$ cat config.mk
export PLATFORM = sky130hd
export DESIGN_NAME = forward_south_buffered_flat
export DESIGN_NICKNAME = d
export VERILOG_FILES = /design/src/rtl/forward_south_buffered_if.sv /design/src/rtl/forward_south_buffered.sv /design/src/flat_wrapper.sv
export SDC_FILE = /design/constraint.sdc
export NUM_CORES = 1
export LEC_CHECK = 0
export CAP_MARGIN = 20
export CORE_MARGIN = 3
export CORE_UTILIZATION = 30
export CTS_CLUSTER_SIZE = 24
export DETAILED_ROUTE_END_ITERATION = 8
export GPL_TIMING_DRIVEN = 0
export SLEW_MARGIN = 20
export SYNTH_ARGS = -nofsm -noshare
export SYNTH_HDL_FRONTEND = slang
export SYNTH_SLANG_ARGS = --single-unit
$ cat constraint.sdc
create_clock -name clk -period 2.3 [get_ports clk]
set_input_delay 0.69 -clock clk [delete_from_list [all_inputs] [get_ports clk]]
set_output_delay 0.69 -clock clk [all_outputs]
set_load 0.05 [all_outputs]
$ cat src/rtl/forward_south_buffered_if.sv
// Packet channel: 16-bit packet with valid/ready handshake.
// The master drives packet/valid; the slave drives ready.
interface forward_south_buffered_if;
  logic [15:0] packet;
  logic        valid;
  logic        ready;

  modport master (output packet, output valid, input ready);
  modport slave  (input packet, input valid, output ready);
endinterface

$ cat src/rtl/forward_south_buffered.sv
// Southbound forwarding stage: an in-order input FIFO feeding a registered
// south output (dy stepped toward 0) and a registered local output (dy==0).
// Packets with dy>0 are dropped, pulsed on err_pulse and counted.
module forward_south_buffered #(
  parameter int unsigned DEPTH = 2,
  parameter int unsigned ERR_W = 8
) (
  input  logic                    clk,
  input  logic                    rst,
  forward_south_buffered_if.slave  in_if,
  forward_south_buffered_if.master south_if,
  forward_south_buffered_if.master local_if,
  output logic [$clog2(DEPTH):0]  fifo_count,
  output logic                    err_pulse,
  output logic [ERR_W-1:0]        err_count
);
  localparam int unsigned AW = $clog2(DEPTH);
  localparam int unsigned CW = AW + 1;

  typedef enum logic [1:0] {
    HEAD_SOUTH,
    HEAD_LOCAL,
    HEAD_ILLEGAL
  } head_e;

  logic [15:0]    mem_q [DEPTH];
  logic [15:0]    mem_d [DEPTH];
  logic [AW-1:0]  wr_ptr_q, wr_ptr_d;
  logic [AW-1:0]  rd_ptr_q, rd_ptr_d;
  logic [CW-1:0]  count_q, count_d;
  logic [15:0]    south_pkt_q, south_pkt_d;
  logic           south_vld_q, south_vld_d;
  logic [15:0]    local_pkt_q, local_pkt_d;
  logic           local_vld_q, local_vld_d;
  logic           err_pulse_q, err_pulse_d;
  logic [ERR_W-1:0] err_cnt_q, err_cnt_d;

  logic           full;
  logic           empty;
  logic           push;
  logic           pop;
  logic [15:0]    head;
  logic [4:0]     dy_inc;
  head_e          head_cls;

  assign full  = (count_q == CW'(DEPTH));
  assign empty = (count_q == '0);
  assign push  = in_if.valid && !full;

  assign in_if.ready     = !full;
  assign south_if.packet = south_pkt_q;
  assign south_if.valid  = south_vld_q;
  assign local_if.packet = local_pkt_q;
  assign local_if.valid  = local_vld_q;
  assign fifo_count      = count_q;
  assign err_pulse       = err_pulse_q;
  assign err_count       = err_cnt_q;

  // Classify the FIFO head by the sign of dy and precompute dy+1.
  always_comb begin
    head   = mem_q[rd_ptr_q];
    dy_inc = {head[11], head[11:8]} + 5'd1;
    if (head[11]) begin
      head_cls = HEAD_SOUTH;
    end else if (head[11:8] == 4'd0) begin
      head_cls = HEAD_LOCAL;
    end else begin
      head_cls = HEAD_ILLEGAL;
    end
  end

  // Pop only when the head's own target can take it; a blocked head stalls all.
  always_comb begin
    pop = 1'b0;
    if (!empty) begin
      unique case (head_cls)
        HEAD_SOUTH: pop = !south_vld_q || south_if.ready;
        HEAD_LOCAL: pop = !local_vld_q || local_if.ready;
        default:    pop = 1'b1;
      endcase
    end
  end

  // Next-state for FIFO, output registers and error tracking.
  always_comb begin
    mem_d       = mem_q;
    wr_ptr_d    = wr_ptr_q;
    rd_ptr_d    = rd_ptr_q;
    count_d     = count_q;
    south_pkt_d = south_pkt_q;
    south_vld_d = south_vld_q;
    local_pkt_d = local_pkt_q;
    local_vld_d = local_vld_q;
    err_pulse_d = 1'b0;
    err_cnt_d   = err_cnt_q;

    if (push) begin
      mem_d[wr_ptr_q] = in_if.packet;
      wr_ptr_d        = wr_ptr_q + AW'(1);
    end
    if (pop) begin
      rd_ptr_d = rd_ptr_q + AW'(1);
    end
    unique case ({push, pop})
      2'b10:   count_d = count_q + CW'(1);
      2'b01:   count_d = count_q - CW'(1);
      default: count_d = count_q;
    endcase

    // Accepted output clears; a same-cycle load below overrides the clear.
    if (south_vld_q && south_if.ready) south_vld_d = 1'b0;
    if (local_vld_q && local_if.ready) local_vld_d = 1'b0;

    if (pop) begin
      unique case (head_cls)
        HEAD_SOUTH: begin
          south_pkt_d = {head[15:12], dy_inc[3:0], head[7:0]};
          south_vld_d = 1'b1;
        end
        HEAD_LOCAL: begin
          local_pkt_d = head;
          local_vld_d = 1'b1;
        end
        default: begin
          err_pulse_d = 1'b1;
          if (err_cnt_q != '1) err_cnt_d = err_cnt_q + ERR_W'(1);
        end
      endcase
    end
  end

  // State registers; FIFO storage needs no reset since occupancy gates reads.
  always_ff @(posedge clk) begin
    mem_q <= mem_d;
    if (rst) begin
      wr_ptr_q    <= '0;
      rd_ptr_q    <= '0;
      count_q     <= '0;
      south_pkt_q <= '0;
      south_vld_q <= 1'b0;
      local_pkt_q <= '0;
      local_vld_q <= 1'b0;
      err_pulse_q <= 1'b0;
      err_cnt_q   <= '0;
    end else begin
      wr_ptr_q    <= wr_ptr_d;
      rd_ptr_q    <= rd_ptr_d;
      count_q     <= count_d;
      south_pkt_q <= south_pkt_d;
      south_vld_q <= south_vld_d;
      local_pkt_q <= local_pkt_d;
      local_vld_q <= local_vld_d;
      err_pulse_q <= err_pulse_d;
      err_cnt_q   <= err_cnt_d;
    end
  end
endmodule

$ cat src/flat_wrapper.sv
// flat-port wrapper written by rule: the top's interface ports become plain ports
module forward_south_buffered_flat 
#(
  parameter int unsigned DEPTH = 2,
  parameter int unsigned ERR_W = 8
)
  (clk, rst, fifo_count, err_pulse, err_count, in_if_packet, in_if_valid, in_if_ready, south_if_packet, south_if_valid, south_if_ready, local_if_packet, local_if_valid, local_if_ready);
  forward_south_buffered_if in_if_i ();
  forward_south_buffered_if south_if_i ();
  forward_south_buffered_if local_if_i ();
  input  logic clk;
  input  logic rst;
  output logic [$clog2(DEPTH):0] fifo_count;
  output logic err_pulse;
  output logic [ERR_W-1:0] err_count;
  input wire logic [$bits(in_if_i.packet)-1:0] in_if_packet;
  input wire logic [$bits(in_if_i.valid)-1:0] in_if_valid;
  output wire logic [$bits(in_if_i.ready)-1:0] in_if_ready;
  output wire logic [$bits(south_if_i.packet)-1:0] south_if_packet;
  output wire logic [$bits(south_if_i.valid)-1:0] south_if_valid;
  input wire logic [$bits(south_if_i.ready)-1:0] south_if_ready;
  output wire logic [$bits(local_if_i.packet)-1:0] local_if_packet;
  output wire logic [$bits(local_if_i.valid)-1:0] local_if_valid;
  input wire logic [$bits(local_if_i.ready)-1:0] local_if_ready;
  assign in_if_i.packet = in_if_packet;
  assign in_if_i.valid = in_if_valid;
  assign in_if_ready = in_if_i.ready;
  assign south_if_packet = south_if_i.packet;
  assign south_if_valid = south_if_i.valid;
  assign south_if_i.ready = south_if_ready;
  assign local_if_packet = local_if_i.packet;
  assign local_if_valid = local_if_i.valid;
  assign local_if_i.ready = local_if_ready;
  forward_south_buffered #(.DEPTH(DEPTH), .ERR_W(ERR_W)) u_core (.clk(clk), .rst(rst), .in_if(in_if_i), .south_if(south_if_i), .local_if(local_if_i), .fifo_count(fifo_count), .err_pulse(err_pulse), .err_count(err_count));
endmodule
==> results of run 1 <==
[cells in the final DEF (no fill, tap or decap), drive strengths merged, types with 2 or more instances in the layout]
cell type	instances
a211oi	27
a21oi	22
and3	2
buf	10
bufinv	2
clkbuf	20
clkdlybuf4s50	56
dfxtp	47
dlygate4sd2	5
dlymetal6s2s	5
edfxtp	32
ha	4
inv	3
mux2	4
mux2i	20
nand2	5
nand2b	6
nand3	5
nor2	26
nor2b	3
nor3b	2
nor4	2
o21ai	2
o31ai	3
or3	3
or4	3
xnor2	2
xor2	2
[cell type report]
cell class | count | area (um2) | share of cell area (%)
plain buffers | 16 | 93.8 | 2.26
clock buffers | 11 | 131 | 3.17
clock inverters | 4 | 71.3 | 1.72
inverters | 3 | 11.3 | 0.271
multi-input cells | 151 | 1090 | 26.2
flip-flops and latches | 79 | 1900 | 45.9
well taps | 129 | 161 | 3.89
repair buffers | 69 | 689 | 16.6
[final timing paths]
check | startpoint | to | slack [ps] | cells past startpoint
max | local_if_ready | u_core.fifo_count[1]$_SDFFE_PP0P_ | 50 | 7
min | u_core.local_if.packet[10]$_SDFFE_PP0P_ | u_core.local_if.packet[10]$_SDFFE_PP0P_ | 500 | 1
max reg2reg | u_core.rd_ptr_q$_SDFFE_PP0N_ | u_core.fifo_count[1]$_SDFFE_PP0P_ | 80 | 8
min reg2reg | u_core.local_if.packet[10]$_SDFFE_PP0P_ | u_core.local_if.packet[10]$_SDFFE_PP0P_ | 500 | 1
[cell families (layout without fill, tap and decap cells)]
| kind of cell | Yosys count | count (layout) | share of synthesized area [%] |
|---|---|---|---|
| and+or+nand+nor | 62 | 62 | 10.3 |
| xor gates and xnor gates | 4 | 4 | 1.16 |
| DFF | 79 | 79 | 63.1 |
| AOI/OAI and AO/OA | 57 | 57 | 12.4 |
| buffers and inverters | 20 | 103 | 3.15 |
| muxes | 24 | 24 | 8.26 |
| adders and majority gates | 4 | 4 | 1.66 |
[stage by stage]
step / instance area, um2 / setup slack (ps) / util (%)
after floorplan: 3020 / 15.4 / -
after global placement: 3840 / -480 / 40.4
after detailed placement: 3840 / -507 / 40.4
after CTS: 4090 / -87.9 / 43.1
after global routing: 4150 / -12.5 / 43.7
final: 4150 / 53.0 / 43.7
[state kept, by name, indices dropped and copies added, names as in the netlist]
signal                  flops
u_core.mem_q               32
u_core.err_pulse            1
u_core.local_if.valid       1
u_core.south_if.packet     16
u_core.local_if.packet     16
u_core.rd_ptr_q             1
u_core.south_if.valid       1
u_core.wr_ptr_q             1
u_core.fifo_count           2
u_core.err_count            8
[metal layers]
layer	up-vias	wire, um
met5	-	0
met4	0	59
met3	6	437
met2	69	3490
met1	1068	3140
li1	1081	-
[power by group through the flow]
stage	clock, mW	sequential (mW)	combinational (mW)
after floorplan	0	2.38	0.826
after detailed placement	0	1.89	1.93
after global routing	1.16	1.90	2.21
after global placement	0	1.89	1.89
after CTS	1.09	1.87	1.99
final	1.06	1.87	2.05
[repair_timing]
| action | 4_1_cts | 5_1_grt |
|---|---|---|
| hold buffers | 0 | 0 |
| resized for setup | 14 | 12 |
| endpoints found under the hold margin | 0 | 0 |
| setup endpoints to repair | 28 | 24 |
| buffers inserted | 2 | 1 |
| pin swaps | 0 | 1 |
[worst register-to-register path, cell delays in order, from the launching register on]
cell	delay (ps)
dfxtp_2	340
buf_12	150
mux2i_4	300
ha_4	180
nand2_1	60
o311a_4	390
ha_4	230
or3_1	370
a21oi_1	140
==> flow_metrics.tcl, run 1 <==
set metrics [dict create \
    status "completed" \
    drc 0 \
    leakagePower_nw 1.48 \
    ys_async_sr_fraction_pct 0 \
    n_antenna_cell 0 \
    grt_setup_unrepaired "yes" \
    dr.pass1.iters 6 \
    hold_ws_ps 498 \
    drt-initial-drc-count 60 \
    worstMarginPinSlew_ps 905 \
    cp_cell_sequence "clkdlybuf4s50_1, nand2b_1, clkbuf_4, o311a_4, ha_4, or3_1, a21oi_1" \
    slowest_delay_ps 410 \
    synth_top_area_share_pct 31.9 \
    finClkSkew_ps 8.37 \
    die-width_um 106 \
    ys_types 35 \
    grt-ovfl-total 0 \
    max_freq_mhz 445 \
    layout-drive-gt1-share_pct 11.1 \
    start_util_pct 31.7 \
    yosysSeqAreaShare_pct 63.1 \
    crit_family "buffers and inverters" \
    setup_violations 0 \
    final_cell_count_no_fill 462 \
    use_met2_pct 22.1 \
    gr-max-usage-layer "met2" \
    yosysMostFrequentCell "dfxtp_1" \
    synth.top_cells.by_count "dfxtp_1 (47), edfxtp_1 (32), a211oi_1 (27), nor2_1 (26), a21oi_1 (22)" \
    fin_crit_ps 2250 \
    htree_levels 3 \
    grt_util_met3_pct 4.86 \
    wl_per_cell_um 15.4 \
    clockPowerShare_pct 21.3 \
    hpwl_um 4950 \
    track_usage_pct 13.3 \
    ys_top_cells_by_area "edfxtp_1 (32%), dfxtp_1 (31%), a211oi_1 (6.7%)" \
    critPathKind "in -> reg" \
    grt_first_pass_wirelength_um 11400 \
    cts_buffer_depth 2 \
    internal_power_mw 3.12 \
    cts_tree "yes" \
    cp_data_arrival_time_ps 2510 \
    total_power_mw 4.98 \
    critPathSlowestCell "clkdlybuf4s50_1" \
    crit_path_end_kind "register" \
    routed_wl_um 7130 \
    clock-root-buffer "clkbuf_8" \
    avgSynthCellArea_um2 12.1 \
    netlist_area_um2 3020 \
    port_buffers 66 \
    rows 35 \
    p_sw_mw 1.86 \
    met1_usage_pct 16.4 \
    pwr_density_cell_nw_per_um2 1200 \
    fillers 941 \
    grt_max_degree 17 \
    critPathBufInv 2 \
    drv_cap 0 \
    clk_latency_ps 340 \
    fp.dieH_um 106 \
    path_clk_slew_ps 70 \
    die_area_um2 11300 \
    numCtsBuffers 9 \
    synth_flop_cell "dfxtp_1" \
    synth_cells 250 \
    finalSetupTns_ps 0 \
    seqPwrFrac_pct 37.5 \
    synth_nets 275 \
    via_per_inst 4.81 \
    synth-edff-count 32 \
    grt_pass1_vias 2193 \
    start_kind "input pin" \
    ir_drop_mv 0.512 \
    antenna_found_initial 0 \
    cts.sinks 79 \
    period_share_pct 97.7 \
    pwr-share-comb_pct 41.1 \
    worstPathMaxFanout 9 \
    dpl.cell_count 445 \
    via_count 2224 \
    syn_to_final_growth_pct 37.6 \
    finalNetCount 354 \
    hp-class "reg -> reg" \
    ant_nets 0 \
    io_pins 67 \
    synth_top_cell_by_area "edfxtp_1" \
    ys_seq_elements 79 \
    core_area_um2 9500 \
    swShare_pct 37.3 \
    final-max-slew-violation-count 0 \
    finalHoldViolations 0 \
    slew_headroom_pct 39.6 \
    gp_congestion 0.791 \
    crit_required_ps 2570 \
    synth_warnings 0 \
]
Power figures use the tool's default switching activity.
==> inputs of run 2 (changes only) <==
CORE_UTILIZATION = 28   (was 30)
SLEW_MARGIN = unset   (was 20)
==> run 2 against run 1 <==
Against the previous run:
- register-to-register slack worse by 20 ps
- highest routed layer unchanged
- die area up 6.7%
- hold slack worse by 13 ps
- worst setup slack worse by 7.9 ps
- cell count up 1.5%
- largest power group unchanged
- critical path type unchanged
- clock power down 8%
- clock-buffer cell count unchanged
- critical endpoint unchanged
- sequential cell count unchanged
- sequential share of layout area up 0.22 points
- combinational power down 2%
- power down 2.4%
- sequential power about the same
==> flow_metrics.tcl, run 2 (synthesis gave the netlist of run 1 again) <==
set metrics [dict create \
    status "completed" \
    drv_cap 0 \
    grt_max_degree 17 \
    finClkSkew_ps 7.82 \
    antenna_found_initial 0 \
    hold_buffers 0 \
    dr.pass1.iters 4 \
    syn_to_final_growth_pct 37.0 \
    final_cell_count_no_fill 469 \
    reg2reg_depth 9 \
    hpwl_um 5050 \
    crit_required_ps 2570 \
    drt-initial-drc-count 80 \
    die-width_um 110 \
    setup_violations 0 \
    drc 0 \
    leakagePower_nw 1.49 \
    hp-class "reg -> reg" \
    cts_buffer_depth 2 \
    worstMarginPinSlew_ps 928 \
    clock-root-buffer "clkbuf_8" \
    path_clk_slew_ps 80 \
    fp.dieH_um 110 \
    via_per_inst 4.72 \
    start_kind "input pin" \
    cts_tree "yes" \
    grt_first_pass_wirelength_um 11600 \
    dpl.cell_count 452 \
    die_area_um2 12100 \
    rows 37 \
    finalHoldViolations 0 \
    final_util_pct 39.7 \
    finalNetCount 353 \
    clk_latency_ps 350 \
    grt_pass1_vias 2245 \
    cts.sinks 79 \
    postLayoutCellArea_um2 4130 \
    r2r-start "u_core.rd_ptr_q$_SDFFE_PP0N_" \
    start_util_pct 28.9 \
    fin_crit_ps 2250 \
    period_share_pct 98.0 \
    r2r_slack_ps 60 \
    via_count 2216 \
    core_area_um2 10400 \
    ir_drop_mv 0.462 \
    gp_congestion 0.805 \
    worstPathMaxFanout 9 \
    grt-ovfl-total 0 \
    final_cell_mix "clkdlybuf4s50_1 (54), dfxtp_1 (46), edfxtp_1 (32), a211oi_1 (27), nor2_1 (25)" \
    max_freq_mhz 443 \
    critPathKind "in -> reg" \
    hp-start "u_core.local_if.packet[11]$_SDFFE_PP0P_" \
    cp_cell_sequence "clkdlybuf4s50_1, nand2b_2, o311a_1, ha_4, xnor2_1, or3_1, a21oi_1" \
    pwr_density_cell_nw_per_um2 1180 \
    port_buffers 66 \
    crit_family "simple AND/OR/NAND/NOR gates" \
    grt_setup_unrepaired "yes" \
    n_antenna_cell 0 \
    layout-drive-gt1-share_pct 11.7 \
    slew_headroom_pct 38.1 \
    critPathBufInv 1 \
    crit_path_end_kind "register" \
    slowest_delay_ps 400 \
    worstHoldPathCells 1 \
    final_common_cell "clkdlybuf4s50_1" \
    io_pins 67 \
    timing.rr.end "u_core.fifo_count[1]$_SDFFE_PP0P_" \
    dpl-instance-area_um2 3850 \
    largest_register_ffs 32 \
    routed_wl_um 7380 \
    track_usage_pct 13.0 \
    holdPathEnd "u_core.local_if.packet[11]$_SDFFE_PP0P_" \
    htree_levels 3 \
    numCtsBuffers 9 \
    cp_data_arrival_time_ps 2530 \
    regMostFlops "u_core.mem_q" \
    final-max-slew-violation-count 0 \
    hold_ws_ps 485 \
    wl_per_cell_um 15.7 \
    critPathSlowestCell "clkdlybuf4s50_1" \
    ant_nets 0 \
]
## run 2: changes by cell type in the layout (fill, tap and decap cells not counted), sizes merged
cell / change
clkdlybuf4s50: -2
buf: -2
clkinvlp: -1
inv: +1
bufinv: -2
dlygate4sd2: +2
clkbuf: +1
clkinv: +3
## run 2: per-layer routing
layer	track usage [%]	vias to the layer above	share of wire, %
met5	0	-	0
met4	3.47	0	1.0
met3	3.99	7	4.7
met2	22.0	54	49
met1	15.9	1074	45
li1	-	1081	-
## run 2: cell type report
class	count	area, um2
fillers	1026	6290
flip-flops and latches	79	1900
multi-input cells	151	1080
repair buffers	68	679
well taps	136	170
clock buffers	11	153
plain buffers	16	93.8
clock inverters	5	40.0
inverters	3	11.3
## run 2: timing repair
action / in CTS / in global routing
resized for setup: 17 / 11
pin swaps: 1 / 0
setup buffers: 0 / 2
setup endpoints to repair: 29 / 28
## run 2: worst register-to-register path: stages, from the launching register on
cell and delay [ps]:
dfxtp_2 340, buf_12 150, mux2i_4 300, ha_4 170, nand2_1 50, o311a_1 400, ha_4 180, xnor2_1 120
or3_1 320, a21oi_1 140
## run 2: how the worst max path moves through the flow
stage,start,end,depth (start not counted)
after floorplan,u_core.rd_ptr_q$_SDFFE_PP0N_,u_core.fifo_count[1]$_SDFFE_PP0P_,8
after detailed placement,south_if_ready,u_core.south_if.packet[14]$_SDFFE_PP0P_,6
after global routing,u_core.rd_ptr_q$_SDFFE_PP0N_,u_core.fifo_count[1]$_SDFFE_PP0P_,9
after CTS,local_if_ready,u_core.fifo_count[1]$_SDFFE_PP0P_,7
after global placement,local_if_ready,u_core.fifo_count[1]$_SDFFE_PP0P_,7
final,local_if_ready,u_core.fifo_count[1]$_SDFFE_PP0P_,7
## run 2: power breakdown
group / internal [mW] / leakage (nW) / total, mW / switching [mW]
Sequential: 1.73 / 0.682 / 1.87 / 0.144
Combinational: 0.755 / 0.706 / 2.01 / 1.26
Clock: 0.465 / 0.0990 / 0.973 / 0.508
## run 2: metrics by stage
stage | worst slack (ps) | setup TNS (ps) | total power [mW]
after floorplan | 15.4 | 0 | 3.21
after global placement | -472 | -11940 | 3.78
after detailed placement | -464 | -11900 | 3.81
after CTS | -30.9 | -30.9 | 4.88
after global routing | -18.6 | -18.6 | 5.14
final | 45.2 | 0 | 4.86
